==> config.mk <==
export PLATFORM = sky130hd
export DESIGN_NAME = syn_i2s_dac_tx
export DESIGN_NICKNAME = d
export VERILOG_FILES = /design/src/rtl/syn_i2s_dac_tx.sv
export SDC_FILE = /design/constraint.sdc
export NUM_CORES = 1
export LEC_CHECK = 0
export ABC_CLOCK_PERIOD_IN_PS = 4400
export CORE_ASPECT_RATIO = 0.75
export CORE_MARGIN = 1.5
export CORE_UTILIZATION = 63
export DETAILED_ROUTE_END_ITERATION = 10
export DONT_BUFFER_PORTS = 1
export PLACE_DENSITY = 0.79
export SYNTH_ARGS = -nofsm -noshare
export SYNTH_HDL_FRONTEND = slang
export SYNTH_SLANG_ARGS = --single-unit
export TNS_END_PERCENT = 1
==> constraint.sdc <==
create_clock -name clk_ir -period 4.4 [get_ports clk_ir]
set_input_delay 1.32 -clock clk_ir [delete_from_list [all_inputs] [get_ports clk_ir]]
set_output_delay 1.32 -clock clk_ir [all_outputs]
set_load 0.03 [all_outputs]
==> src/rtl/syn_i2s_dac_tx.sv <==
// -----------------------------------------------------------------------------
// syn_audio_pkg / syn_i2s_dac_tx
//
// I2S transmitter for the external audio DAC. One stereo PCM sample per frame
// is taken from the audio cache through a valid/ready handshake into a
// one-entry buffer. The sample is serialized MSB-first with the standard I2S
// one-bit delay, using 16- or 32-bit slots.
//
// Ports:
//   clk_ir        system clock
//   rst_il        asynchronous active-low reset
//   en_i          transmit enable (sampled at frame boundaries)
//   bps_i         slot width select, BPS_16 / BPS_32 (sampled at frame start)
//   pcm_data_i    stereo sample {lchnnl, rchnnl}
//   pcm_valid_i   sample valid
//   pcm_rdy_o     buffer empty, sample can be accepted
//   dac_bclk_o    I2S bit clock, period 2*BCLK_DIV system clocks
//   dac_lrc_o     word select, 0 = left, 1 = right
//   dac_data_o    serial data, changes on BCLK falling events only
//   frame_done_o  one-cycle pulse when the last right-slot bit completes
//   underflow_o   one-cycle pulse when a frame starts with the buffer empty
// -----------------------------------------------------------------------------

package syn_audio_pkg;
    localparam int PCM_DATA_W = 32;

    typedef enum logic {
        BPS_16 = 1'b0,
        BPS_32 = 1'b1
    } bps_t;

    typedef struct packed {
        logic [PCM_DATA_W-1:0] lchnnl;
        logic [PCM_DATA_W-1:0] rchnnl;
    } pcm_data_t;
endpackage

module syn_i2s_dac_tx #(
    parameter int BCLK_DIV   = 4,
    parameter int PCM_DATA_W = syn_audio_pkg::PCM_DATA_W
) (
    input  logic                     clk_ir,
    input  logic                     rst_il,
    input  logic                     en_i,
    input  syn_audio_pkg::bps_t      bps_i,
    input  syn_audio_pkg::pcm_data_t pcm_data_i,
    input  logic                     pcm_valid_i,
    output logic                     pcm_rdy_o,
    output logic                     dac_bclk_o,
    output logic                     dac_lrc_o,
    output logic                     dac_data_o,
    output logic                     frame_done_o,
    output logic                     underflow_o
);

    localparam int DIV_W = $clog2(BCLK_DIV);
    localparam int SR_W  = 2 * PCM_DATA_W;
    localparam int CNT_W = $clog2(SR_W);

    localparam logic [DIV_W-1:0] DIV_LAST = DIV_W'(BCLK_DIV - 1);
    localparam logic [CNT_W-1:0] HALF_32  = CNT_W'(PCM_DATA_W);
    localparam logic [CNT_W-1:0] LAST_32  = CNT_W'(SR_W - 1);
    localparam logic [CNT_W-1:0] HALF_16  = CNT_W'(16);
    localparam logic [CNT_W-1:0] LAST_16  = CNT_W'(31);

    localparam logic [1:0] ST_IDLE  = 2'd0;
    localparam logic [1:0] ST_RUN   = 2'd1;
    localparam logic [1:0] ST_DRAIN = 2'd2;

    // Arrange both slots MSB-first in one shift word. In 16-bit mode only the
    // low halves of each channel are sent; the unused tail is zero.
    function automatic logic [SR_W-1:0] pack_slots(
        input syn_audio_pkg::pcm_data_t d,
        input logic                     wide
    );
        if (wide) begin
            return {d.lchnnl, d.rchnnl};
        end else begin
            return {d.lchnnl[15:0], d.rchnnl[15:0], {(SR_W-32){1'b0}}};
        end
    endfunction

    logic [1:0]                state;
    logic [DIV_W-1:0]          div_cnt;
    logic [CNT_W-1:0]          bit_cnt;
    logic                      bclk;
    logic                      lrc;
    logic                      sdata;
    logic                      frame_done;
    logic                      underflow;
    logic                      buf_vld;
    logic                      dly_bit;
    logic                      w32;
    logic                      frame_act;
    syn_audio_pkg::pcm_data_t  buf_data;
    logic [SR_W-1:0]           shreg;

    logic                      div_wrap;
    logic                      fall_evt;
    logic                      run_fall;
    logic                      frame_start;
    logic                      frame_end;
    logic                      accept;
    logic                      consume;
    logic [SR_W-1:0]           load_word;
    logic [CNT_W-1:0]          slot_half;
    logic [CNT_W-1:0]          slot_last;

    assign div_wrap  = (div_cnt == DIV_LAST);
    // bclk is held low in IDLE, so a fall event can only occur in RUN/DRAIN.
    assign fall_evt  = div_wrap && bclk;
    assign run_fall  = (state == ST_RUN) && fall_evt;

    // bit_cnt==0 on a fall event is the boundary between frames. frame_act
    // tells a real frame end apart from the very first boundary after IDLE.
    assign frame_end   = run_fall && (bit_cnt == '0) && frame_act;
    assign frame_start = run_fall && (bit_cnt == '0) && (!frame_act || en_i);

    assign accept    = pcm_valid_i && !buf_vld;
    assign consume   = frame_start && buf_vld;
    assign load_word = buf_vld ? pack_slots(buf_data, bps_i == syn_audio_pkg::BPS_32) : '0;
    assign slot_half = w32 ? HALF_32 : HALF_16;
    assign slot_last = w32 ? LAST_32 : LAST_16;

    // Control and output flops
    always_ff @(posedge clk_ir or negedge rst_il) begin
        if (!rst_il) begin
            state      <= ST_IDLE;
            div_cnt    <= '0;
            bit_cnt    <= '0;
            bclk       <= 1'b0;
            lrc        <= 1'b1;
            sdata      <= 1'b0;
            frame_done <= 1'b0;
            underflow  <= 1'b0;
            buf_vld    <= 1'b0;
            dly_bit    <= 1'b0;
            w32        <= 1'b0;
            frame_act  <= 1'b0;
        end else begin
            frame_done <= 1'b0;
            underflow  <= 1'b0;
            // A consume always takes the old entry; a same-edge accept refills.
            buf_vld    <= (buf_vld && !consume) || accept;

            case (state)
                ST_IDLE: begin
                    div_cnt   <= '0;
                    bit_cnt   <= '0;
                    bclk      <= 1'b0;
                    lrc       <= 1'b1;
                    sdata     <= 1'b0;
                    dly_bit   <= 1'b0;
                    frame_act <= 1'b0;
                    if (en_i) begin
                        state <= ST_RUN;
                    end
                end

                ST_RUN: begin
                    div_cnt <= div_wrap ? '0 : div_cnt + DIV_W'(1);
                    if (div_wrap) begin
                        bclk <= ~bclk;
                    end
                    if (fall_evt) begin
                        // dly_bit realises the I2S one-bit delay: every period
                        // shows the bit that left the shift register one
                        // period earlier.
                        sdata   <= dly_bit;
                        dly_bit <= shreg[SR_W-1];
                        if (frame_end) begin
                            frame_done <= 1'b1;
                        end
                        if (frame_start) begin
                            frame_act <= 1'b1;
                            lrc       <= 1'b0;
                            w32       <= (bps_i == syn_audio_pkg::BPS_32);
                            bit_cnt   <= CNT_W'(1);
                            dly_bit   <= load_word[SR_W-1];
                            underflow <= !buf_vld;
                        end else if (frame_end) begin
                            // Enable dropped: the right LSB just went out and
                            // still needs its full bit period in DRAIN.
                            state     <= ST_DRAIN;
                            frame_act <= 1'b0;
                        end else begin
                            if (bit_cnt == slot_half) begin
                                lrc <= 1'b1;
                            end
                            bit_cnt <= (bit_cnt == slot_last) ? '0 : bit_cnt + CNT_W'(1);
                        end
                    end
                end

                ST_DRAIN: begin
                    div_cnt <= div_wrap ? '0 : div_cnt + DIV_W'(1);
                    if (div_wrap) begin
                        bclk <= ~bclk;
                    end
                    if (fall_evt) begin
                        state   <= ST_IDLE;
                        sdata   <= 1'b0;
                        dly_bit <= 1'b0;
                    end
                end

                default: begin
                    state <= ST_IDLE;
                end
            endcase
        end
    end

    // Sample buffer and shift register; contents are qualified by buf_vld and
    // frame_start, so they carry no reset.
    always_ff @(posedge clk_ir) begin
        if (accept) begin
            buf_data <= pcm_data_i;
        end
        if (frame_start) begin
            shreg <= load_word << 1;
        end else if (run_fall) begin
            shreg <= shreg << 1;
        end
    end

    assign pcm_rdy_o    = !buf_vld;
    assign dac_bclk_o   = bclk;
    assign dac_lrc_o    = lrc;
    assign dac_data_o   = sdata;
    assign frame_done_o = frame_done;
    assign underflow_o  = underflow;

endmodule

# ---- Yosys cells after proc, flatten, opt, wreduce, memory -nomap -nowiden
# Cells that the tools add are included.
dict set report op_classes {
  n_addsub 2
  eq_ne 14
  muxes 42
  n_bitwise 1
  reduce_logical 27
}
# operator count
set op_table {}
lappend op_table {{two-way mux 64 bit} 4}
lappend op_table {{two-way mux 6 bit} 6}
lappend op_table {{two-way mux 1 bit} 18}
lappend op_table {{equality test 6 bit} 2}
lappend op_table {{two-way mux 2 bit} 6}
lappend op_table {{case mux 6 bit (2 select lines)} 1}
lappend op_table {{AND reduction 3 bit} 4}
lappend op_table {{!= test 2 bit (second input constant)} 5}
lappend op_table {{logical AND 1 bit} 8}
lappend op_table {{adder 6 x 1 -> 6 bit (second input constant)} 1}
lappend op_table {{logical NOT 6 bit} 1}
lappend op_table {{!= test 3 bit (second input constant)} 2}
lappend op_table {{case mux 1 bit (2 select lines)} 3}
lappend op_table {{case mux 1 bit (3 select lines)} 2}
lappend op_table {{case mux 2 bit (3 select lines)} 1}
lappend op_table {{nonzero test 2 bit} 3}
lappend op_table {{AND reduction 5 bit} 1}
lappend op_table {{equality test 2 bit (second input constant)} 2}
lappend op_table {{case mux 2 bit (2 select lines)} 1}
lappend op_table {{AND reduction 4 bit} 1}
lappend op_table {{logical NOT 1 bit} 3}
lappend op_table {{!= test 3 x 2 -> 1 bit (second input constant)} 1}
lappend op_table {{nonzero test 3 bit} 1}
lappend op_table {{adder 2 x 1 -> 2 bit (second input constant)} 1}
lappend op_table {{7 further kinds} 8}
dict set report word_totals {
  reg_bits 146
  input_bits 69
  wordCells 101
}

# ---- Longest topological paths before layout
# Gate-level depths: netlist (run 1).
dict set report logic_depth {
  ltp_word 9
  ltp_mapped 10
  ltp_nobuf 7
}

# ---- Worst setup path after synthesis (run 1)
# No wires, ideal clock.
dict set report synth_path {
  path_kind {input to register}
  from {input pcm_valid_i}
  to {register buf_data[0] (netlist bit) (enable)}
  setup_time_ps 495
  t_arrival_ps 4167
  required_time_ps 3905
  slack_ps -262
  stages 1
  n_path_buf 0
  path_cell_list {nor2b_1}
}
dict set report synth_via {
  elab_chain_len 1
}
# item line_no
set synth_lines {}
lappend synth_lines {{start: declaration} 47} ;# input logic pcm_valid_i,
lappend synth_lines {{logical AND 1 bit} 119} ;# assign accept = pcm_valid_i && !buf_vld;
lappend synth_lines {{end signal: assignment} 218} ;# buf_data <= pcm_data_i;
lappend synth_lines {{end: declaration} 95} ;# syn_audio_pkg::pcm_data_t buf_data;
# Every way passes these cells.
# A chain may end at the register's enable or synchronous reset.

# ---- Final worst setup path (run 1)
dict set report layout_path {
  from {input en_i}
  to {register bit_cnt[3]}
}
dict set report layout_via {
  elab_chain_len 5
  word_cells_on_any_way 7
  cone_classes {eq/ne (1); mux (3); reduce/logical (3)}
}
# item line_no
set layout_lines {}
lappend layout_lines {{start: declaration} 44} ;# input logic en_i,
lappend layout_lines {{logical OR 1 bit (*)} 117} ;# assign frame_start = run_fall && (bit_cnt == '0) && (!frame_act || en_i);
lappend layout_lines {{logical AND 1 bit (*)} 117}
lappend layout_lines {{two-way mux 6 bit} 174} ;# if (frame_start) begin
lappend layout_lines {{two-way mux 6 bit} 165} ;# if (fall_evt) begin
lappend layout_lines {{case mux 6 bit (2 select lines)} 146} ;# case (state)
lappend layout_lines {{end signal: assignment} 190} ;# bit_cnt <= (bit_cnt == slot_last) ? '0 : bit_cnt + CNT_W'(1);
lappend layout_lines {{end: declaration} 85} ;# logic [CNT_W-1:0] bit_cnt;
# Mark *: on every way between the ends. The rest lies on a longest branch, timed or not. The select of a mux whose other input is x is not followed.

==> metrics.yaml, run 1 <==
root_buffer: "clkbuf_16"
ys_seq_area_share_pct: 69.0
grt_setup_unrepaired: "false"
cts-resized-gates: 0
post-route-util_pct: 71.3
r2r_end: "bit_cnt[3]$_DFFE_PN0P_"
gr-total-overflow: 0
fmax_mhz: 335
min_period_ps: 2990
worst-path-max-fanout: 99
io-pin-count: 75
yosysWarnings: 0
arrival_ps: 3290
htree_levels: 4
hold_class: "reg -> reg"
die_w_um: 118
worstSetupEndpointType: "flop"
wirelength_um: 10900
finalHoldViolCount: 0
finalClockSkew_ps: 9.23
first_global_vias: 3159
worst_slew_pin_slew_ps: 1280
cts_tree: "done"
power_per_cell_area_nw_per_um2: 464
path_class: "in -> reg"
whs_path_depth: 2
min_to: "div_cnt[1]$_DFFE_PN0P_"
rrSetupSlack_ps: 1530
diodes: 0
die_h_um: 89.0
clock-sinks: 146
ant_nets: 0
vias_per_cell: 6.21
hold_start: "div_cnt[1]$_DFFE_PN0P_"
synth_area_sq_um: 6210
numCtsBuffers: 17
ys.flop_type: "edfxtp_1"
totalPowerFinal_mw: 3.18
cts_buffer_depth: 2
die_area_sq_um: 10500
synth_cells: 399
leakagePower_nw: 2.50
drc: 0
syn_area_per_cell_sq_um: 15.6
rr_startpoint: "state[1]$_DFFE_PN0P_"
period_share_pct: 67.9
hold_buffers: 0
final_cells: 540
wl_per_cell_um: 20.1
tns_ps: 0
dpl.cell_count: 509
max-slew-margin-rel_pct: 14.2
crit_required_ps: 4700
reg2regPathDepth: 8
drv_slew: 0
cts_setup_buffers: 0
cts.clk_slew.worst_paths_ps: 60
drt-pass1-iter-count: 5
row_count: 31
antenna_found_initial: 1
async_reset_ff_share_pct: 13.0
start_util_pct: 64.6
synth_edf_count: 127
layout_commonest_cell: "edfxtp_1"
synthToLayoutAreaGrowth_pct: 10.4
ys_seq_elements: 146
synth_nets: 475
port_buffers: 0
clk_latency_ps: 420
hpwl_um: 6320
maxCapViolCount: 0
setup_violations: 0
final_cell_mix: "edfxtp_1 (127), nand2_1 (43), mux2i_1 (35)"
ys_types: 50
drtIter0Drc: 287
core-area_sq_um: 9620
grt_max_degree: 100
placed_area_sq_um: 6270
via_count: 3356
status: "finished clean"
vdd_drop_max_uv: 320
gp_routability_congestion: 0.824
finalNetCount: 472
track_usage_pct: 22.0
drive_gt1_share_pct: 16.9
grt_pass1_wl_um: 16900
design_area_sq_um: 6860
cp-start-kind: "input port"
-- kinds of logic (layout without fill, tap and decap cells) --
kind of cell             count (synthesis)  after routing  share of synthesized area, %
flip-flops                             146            146                          69.0
adder cells (fa/ha/maj)                  7              7                          1.41
buffers and inverters                   33             42                          2.78
AO/OA/AOI/OAI                           89             89                          13.5
multiplexers                            36             36                          5.82
XOR/XNOR                                 2              2                         0.282
AND/OR/NAND/NOR                         86             86                          7.17
-- per-layer routing --
metal,track usage [%],share of wire (%)
met1,29.2,45
met5,0,0.092
met4,8.65,1.4
met2,34.9,49
met3,6.95,4.9
-- worst max-delay path: stages --
cell,delay [ps]
nand2b_1,250
nand4_4,200
buf_4,830
nand4_1,320
o311ai_0,370
-- synth_stat cells (2+ instances only) --
| cell | instances | share of area, % |
|---|---|---|
| a21o_1 | 2 | 0.24 |
| nand2_1 | 43 | 2.6 |
| nor2_1 | 6 | 0.36 |
| edfxtp_1 | 127 | 61 |
| inv_1 | 7 | 0.42 |
| clkbuf_1 | 8 | 0.48 |
| o31ai_1 | 7 | 0.85 |
| a22o_1 | 32 | 4.5 |
| nand4_1 | 6 | 0.60 |
| o21a_1 | 2 | 0.24 |
| nand3_1 | 9 | 0.72 |
| ha_1 | 7 | 1.4 |
| nor2b_1 | 3 | 0.30 |
| o2bb2ai_1 | 2 | 0.28 |
| o21ai_0 | 6 | 0.48 |
| nand2b_1 | 3 | 0.30 |
| xor2_1 | 2 | 0.28 |
| a31oi_1 | 2 | 0.20 |
| buf_4 | 3 | 0.36 |
| a2bb2oi_1 | 2 | 0.28 |
| mux2i_1 | 35 | 5.6 |
| and2_1 | 4 | 0.40 |
| buf_2 | 10 | 0.81 |
| dfrtp_1 | 18 | 7.2 |
| o31ai_2 | 24 | 4.8 |
| nor2_2 | 2 | 0.20 |
| buf_6 | 3 | 0.54 |
| a21oi_1 | 2 | 0.16 |
-- final cells by class --
cell class / instances / area, sq um
Fill cell: 647 / 2760
Timing Repair Buffer: 3 / 22.5
Inverter: 8 / 32.5
Multi-Input combinational cell: 220 / 1760
Clock buffer: 18 / 429
Sequential cell: 146 / 4290
Tap cell: 132 / 165
Clock inverter: 13 / 161
-- worst max-delay path by stage --
| stage | depth (start not counted) | from | endpoint |
|---|---|---|---|
| after global routing | 5 | en_i | bit_cnt[3]$_DFFE_PN0P_ |
| after global placement | 5 | en_i | bit_cnt[3]$_DFFE_PN0P_ |
| after CTS | 5 | en_i | bit_cnt[3]$_DFFE_PN0P_ |
| after floorplan | 1 | pcm_valid_i | buf_data[0]$_DFFE_PP_ |
| after detailed placement | 5 | en_i | bit_cnt[3]$_DFFE_PN0P_ |
| final | 5 | en_i | bit_cnt[3]$_DFFE_PN0P_ |
-- flip-flops by register name, summed over array words and instances, names as in the netlist --
signal	cells
frame_done_o	1
div_cnt	2
dac_data_o	1
shreg	63
dac_bclk_o	1
frame_act	1
buf_data	64
dly_bit	1
underflow_o	1
buf_vld	1
state	2
dac_lrc_o	1
w32	1
bit_cnt	6
-- stage by stage --
| step | setup WS [ps] | hold slack (ps) |
|---|---|---|
| CTS | 1380 | 499 |
| floorplan | 949 | 450 |
| global route | 1240 | 552 |
| global placement | 1090 | 468 |
| detailed placement | 889 | 484 |
| finish | 1410 | 497 |
-- report_power, final --
part	switching, mW	internal (mW)
registers	0.0274	1.54
logic	0.111	0.0644
clock network	0.551	0.888
total	0.689	2.49
No activity file was read; power rests on OpenSTA's default activity.
==> inputs of run 2 (changes only) <==
--- a/config.mk
+++ b/config.mk
@@ -5,7 +5,7 @@
 export SDC_FILE = /design/constraint.sdc
 export NUM_CORES = 1
 export LEC_CHECK = 0
-export ABC_CLOCK_PERIOD_IN_PS = 4400
+export ABC_CLOCK_PERIOD_IN_PS = 2940
 export CORE_ASPECT_RATIO = 0.75
 export CORE_MARGIN = 1.5
 export CORE_UTILIZATION = 63
==> constraint.sdc (replaced) <==
create_clock -name clk_ir -period 2.94 [get_ports clk_ir]
set_input_delay 0.882 -clock clk_ir [delete_from_list [all_inputs] [get_ports clk_ir]]
set_output_delay 0.882 -clock clk_ir [all_outputs]
set_load 0.03 [all_outputs]
==> run 2 against run 1 <==
Cell count is 0.93% higher; via count grew 0.21%; worst setup slack lost 790 ps; core utilization increased by 1.1 points; critical path type is now reg -> reg; largest cell class unchanged.
==> metrics.yaml, run 2 (same netlist as run 1, synthesis figures left out) <==
io-pin-count: 75  # unchanged
leakagePower_nw: 2.56  # +2.4%
rrSetupSlack_ps: 620  # -910 ps
ant_nets: 0  # unchanged
cts_tree: "done"
max-slew-margin-rel_pct: 63.0  # +49 points
first_global_vias: 3339  # +5.7%
track_usage_pct: 22.7  # +0.72 points
diodes: 0  # unchanged
post-route-util_pct: 72.5  # +1.1 points
min_period_ps: 2320
vdd_drop_max_uv: 799  # +150%
rr_startpoint: "state[1]$_DFFE_PN0P_"
row_count: 31  # unchanged
path_class: "reg -> reg"
root_buffer: "clkbuf_16"
maxCapViolCount: 0  # unchanged
synthToLayoutAreaGrowth_pct: 12.2
drc: 0  # unchanged
setup_violations: 0  # unchanged
drv_slew: 0  # unchanged
tns_ps: 0  # unchanged
finalHoldViolCount: 0  # unchanged
die_w_um: 118  # unchanged
finalNetCount: 476  # +0.85%
via_count: 3363  # +0.21%
hold_buffers: 0  # unchanged
worst_slew_pin_slew_ps: 555  # -730 ps
clk_latency_ps: 410  # about the same
die_h_um: 89.0  # unchanged
core-area_sq_um: 9620  # unchanged
gp_routability_congestion: 0.820  # -0.44%
layout_commonest_cell: "edfxtp_1"
cts.clk_slew.worst_paths_ps: 60  # about the same
fmax_mhz: 430
r2r_end: "shreg[23]$_DFFE_PP_"
vias_per_cell: 6.17  # -0.71%
antenna_found_initial: 0  # -1
worst-path-max-fanout: 32  # -68%
port_buffers: 0  # unchanged
numCtsBuffers: 17  # unchanged
worstSetupEndpointType: "flop"
wl_per_cell_um: 20.2  # +0.10%
grt_pass1_wl_um: 17600  # +4.5%
crit_chain: "inv_1 > ha_1 > nand2_2 > inv_4 > nand4_4 > nor2_2 > buf_4 > a22o_1"
drt-pass1-iter-count: 4  # -1
cts_buffer_depth: 2  # unchanged
period_share_pct: 79.0
cts_setup_buffers: 0  # unchanged
htree_levels: 4  # unchanged
start_util_pct: 64.6  # unchanged
drive_gt1_share_pct: 18.2  # +1.2 points
grt_max_degree: 66  # -34%
hpwl_um: 6350  # +0.53%
hold_class: "in -> async"
status: "finished clean"
cp-start-kind: "flop"
finalClockSkew_ps: 11.0  # +1.74 ps
die_area_sq_um: 10500  # unchanged
power_per_cell_area_nw_per_um2: 703  # +52%
reg2regPathDepth: 8  # unchanged
gr-total-overflow: 0  # unchanged
top_regs: "buf_data x64, shreg x63, bit_cnt x6"
largest_register_ffs: 64  # unchanged
max_flop_register: "buf_data"
drtIter0Drc: 322  # +12%
grt_setup_unrepaired: "false"
crit_slowest_cell: "ha_1"
clock-sinks: 146  # unchanged
max_stage_delay_ps: 510  # -320 ps
arrival_ps: 2590  # -700 ps
cts-resized-gates: 0  # unchanged
crit_required_ps: 3210  # -1490 ps
fillCellCount: 646  # -0.15%
wirelength_um: 11000  # +1.0%
final_cell_mix: "edfxtp_1 (127), nand2_1 (43), mux2i_1 (35)"
-- run 2: area by class of cell --
class / instances / area, sq um / area share, %
Timing Repair Buffer: 7 / 90.1 / 1.29
Multi-Input combinational cell: 220 / 1760 / 25.2
Sequential cell: 146 / 4290 / 61.6
Tap cell: 132 / 165 / 2.37
Clock inverter: 14 / 204 / 2.93
Clock buffer: 18 / 429 / 6.16
Inverter: 8 / 32.5 / 0.467
-- run 2: critical path, delay by kind of cell, from the launching register on --
family                   cells  cell delay (ps)
AND/OR/NAND/NOR              3              430
AO/OA/AOI/OAI                1              220
flip-flops                   1              440
buffers and inverters        3              570
adder cells (fa/ha/maj)      1              510
-- run 2: metrics by stage --
stage	std cells	cell area, sq um	setup WS, ps	total power, mW	hold slack, ps
finish	545	6970	617	4.90	162
global route	545	6970	460	5.05	137
CTS	545	6970	619	4.93	141
detailed placement	513	6340	624	2.66	482
global placement	513	6340	770	2.64	468
floorplan	399	6220	522	2.60	450
-- run 2: worst max path at each step --
stage,from,to,cells past startpoint,slack (ps)
floorplan,dac_bclk_o$_DFFE_PN0P_,shreg[11]$_DFFE_PP_,8,520
global placement,en_i,bit_cnt[3]$_DFFE_PN0P_,5,770
detailed placement,en_i,bit_cnt[3]$_DFFE_PN0P_,5,620
CTS,state[1]$_DFFE_PN0P_,shreg[23]$_DFFE_PP_,8,620
global route,state[1]$_DFFE_PN0P_,shreg[23]$_DFFE_PP_,8,460
finish,state[1]$_DFFE_PN0P_,shreg[23]$_DFFE_PP_,8,620
-- run 2: power by group --
| group | internal (mW) | leakage, nW | switching (mW) |
|---|---|---|---|
| sequential | 2.30 | 1.41 | 0.0426 |
| combinational | 0.0998 | 0.848 | 0.171 |
| clock | 1.44 | 0.303 | 0.851 |
| total | 3.84 | 2.56 | 1.06 |
-- run 2: per-layer routing --
layer	share of wire, %	track usage [%]	wire [um]
met1	44	29.3	4800
met4	1.1	8.09	121
met2	50	37.8	5460
met3	5.5	6.70	608
met5	0	0	0
==> inputs of run 3 (changes only) <==
--- a/config.mk
+++ b/config.mk
@@ -5,13 +5,13 @@
 export SDC_FILE = /design/constraint.sdc
 export NUM_CORES = 1
 export LEC_CHECK = 0
-export ABC_CLOCK_PERIOD_IN_PS = 2940
+export ABC_CLOCK_PERIOD_IN_PS = 1900
 export CORE_ASPECT_RATIO = 0.75
 export CORE_MARGIN = 1.5
-export CORE_UTILIZATION = 63
+export CORE_UTILIZATION = 57
 export DETAILED_ROUTE_END_ITERATION = 10
 export DONT_BUFFER_PORTS = 1
-export PLACE_DENSITY = 0.79
+export PLACE_DENSITY = 0.75
 export SYNTH_ARGS = -nofsm -noshare
 export SYNTH_HDL_FRONTEND = slang
 export SYNTH_SLANG_ARGS = --single-unit
==> constraint.sdc (replaced) <==
create_clock -name clk_ir -period 1.9 [get_ports clk_ir]
set_input_delay 0.57 -clock clk_ir [delete_from_list [all_inputs] [get_ports clk_ir]]
set_output_delay 0.57 -clock clk_ir [all_outputs]
set_load 0.03 [all_outputs]
==> run 3 against run 2 <==
The flow now finishes with violations (negative setup slack); first-iteration DRC count rose by 19%; largest power group unchanged; clock skew rose by 4.8 ps; largest cell class unchanged; clock-buffer cell count rose by 3; highest routed layer unchanged; clock power rose by 54%; hold slack improved by 77 ps.
==> metrics.yaml, run 3 (same netlist as run 1, synthesis figures left out) <==
status: "finished, violations left"
violations: "negative setup slack"
numCtsBuffers: 17  # unchanged
cts_tree: "done"
final_cell_mix: "edfxtp_1 (127), nand2_1 (41), mux2i_1 (35)"
placed_area_sq_um: 6530  # +3.0%
finalClockSkew_ps: 15.7  # +4.78 ps
drt-pass1-iter-count: 5  # +1
leakagePower_nw: 2.79  # +9.2%
highest_layer: "met4"
grt_pass1_wl_um: 17500  # -1.0%
vias_per_cell: 6.09  # -1.4%
die_h_um: 93.4  # +5.0%
crit_chain: "ha_2 > and2_4 > nand2_8 > inv_16 > nand4_4 > buf_12 > nor2_4 > clkbuf_16 > a22o_1"
final_cells: 579  # +6.2%
row_count: 32  # +3.2%
tns_ps: -1.90  # -1.90 ps
wirelength_um: 12000  # +9.0%
post-route-util_pct: 71.3  # -1.1 points
maxCapViolCount: 0  # unchanged
worstSetupEndpointType: "flop"
crit_start: "div_cnt[0]$_DFFE_PN0P_"
htree_levels: 4  # unchanged
clock-sinks: 146  # unchanged
cts_buffer_depth: 2  # unchanged
wl_per_cell_um: 20.7  # +2.6%
worst-path-max-fanout: 14  # -56%
design_area_sq_um: 7460  # +7.0%
antenna_found_initial: 0  # unchanged
port_buffers: 0  # unchanged
start_util_pct: 59.5  # -5.1 points
hold_class: "in -> reg"
holdWs_ps: 239  # +77.2 ps
drv_slew: 0  # unchanged
gp_routability_congestion: 0.947  # +15%
core-area_sq_um: 10500  # +8.6%
track_usage_pct: 20.7  # -2.0 points
first_global_vias: 3298  # -1.2%
rr_startpoint: "div_cnt[0]$_DFFE_PN0P_"
routed-wl-met2_um: 5590  # +2.4%
setup_violations: 1  # +1
drc: 0  # unchanged
hold_start: "pcm_data_i[7]"
die_w_um: 124  # +5.0%
fillCellCount: 645  # -0.15%
vdd_drop_max_uv: 987  # +24%
dpl.cell_count: 532  # +3.7%
top_regs: "buf_data x64, shreg x63, bit_cnt x6"
root_buffer: "clkbuf_16"
dr_wl_met3_um: 700  # +15%
die_area_sq_um: 11500  # +10%
drtIter0Drc: 383  # +19%
max_flop_register: "buf_data"
layout_setup_ws_ps: -1.90  # -619 ps
max-slew-margin-rel_pct: 41.7  # -21 points
crit_slowest_cell: "dfrtp_1"
ant_nets: 0  # unchanged
routedLengthMet1_um: 5520  # +15%
worst_slew_pin_slew_ps: 872  # +317 ps
drive_gt1_share_pct: 26.0  # +7.8 points
largest_register_ffs: 64  # unchanged
diodes: 0  # unchanged
layout_commonest_cell: "edfxtp_1"
grt_setup_unrepaired: "true"
cts.clk_slew.worst_paths_ps: 60  # about the same
gr-total-overflow: 0  # unchanged
fmax_mhz: 526  # +22%
period_share_pct: 100  # +21 points
finalHoldViolCount: 0  # unchanged
crit_required_ps: 2180  # -1030 ps
clk_latency_ps: 420  # about the same
min_period_ps: 1900  # -421 ps
max_stage_delay_ps: 380  # -130 ps
grt_max_degree: 66  # unchanged
arrival_ps: 2190  # -400 ps
path_class: "reg -> reg"
via_count: 3524  # +4.8%
io-pin-count: 75  # unchanged
hpwl_um: 6850  # +7.8%
cp-start-kind: "flop"
synthToLayoutAreaGrowth_pct: 20.0
power_per_cell_area_nw_per_um2: 1030  # +46%
finalNetCount: 506  # +6.3%
## run 3: changes by cell type in the layout (fill, tap and decap cells not counted), moves of 3 or more
cell / previous run / this run
buf_4: 4 / 22
clkbuf_16: 17 / 24
buf_12: 3 / 7
ha_1: 7 / 4
## run 3: final timing paths
check | endpoint | slack [ps] | depth (start not counted)
setup / recovery | shreg[30]$_DFFE_PP_ | -2 | 9
hold / removal | buf_data[7]$_DFFE_PP_ | 240 | 0
min in group asynchronous | div_cnt[0]$_DFFE_PN0P_ | 710 | 1
hold reg to reg | div_cnt[1]$_DFFE_PN0P_ | 500 | 2
setup reg to reg | shreg[30]$_DFFE_PP_ | -2 | 9
max in group asynchronous | dac_bclk_o$_DFFE_PN0P_ | 580 | 1
## run 3: stage by stage
stage	setup slack [ps]	power, mW
floorplan	-84.1	4.04
global placement	31.5	4.14
detailed placement	13.3	4.16
CTS	18.5	7.68
global route	-75.2	7.92
finish	-1.90	7.68
## run 3: what timing repair did
item	4_1_cts	5_1_grt
resized for setup	0	14
setup endpoints to repair	1	41
pin swaps	1	13
cloned	0	7
buffers inserted	0	7
hold endpoints to repair	19	0
hold buffers	1	0
## run 3: worst max-delay path, delay by kind of cell (launching register included)
kind                       cells  cell delay, ps
AOI/OAI and AO/OA              1             140
adders and majority gates      1             190
buffers and inverters          3             460
DFF                            1             380
and+or+nand+nor                4             570
## run 3: layout make-up
class | count | area, sq um | share of cell area (%)
timing repair buffer | 37 | 490 | 6.58
tap | 136 | 170 | 2.28
multi-input combinational | 220 | 1830 | 24.6
clock buffer | 21 | 450 | 6.04
inverter | 8 | 46.3 | 0.621
sequential | 146 | 4290 | 57.6
clock inverter | 11 | 176 | 2.37
## run 3: metal layers
layer,up-vias,track usage [%]
li1,1630,-
met1,1746,30.2
met2,133,29.2
met3,15,6.59
met4,0,7.57
met5,-,0
## run 3: power breakdown
part	switching, mW	total [mW]	internal, mW
clock	1.29	3.53	2.24
sequential	0.0576	3.62	3.56
combinational	0.315	0.526	0.212
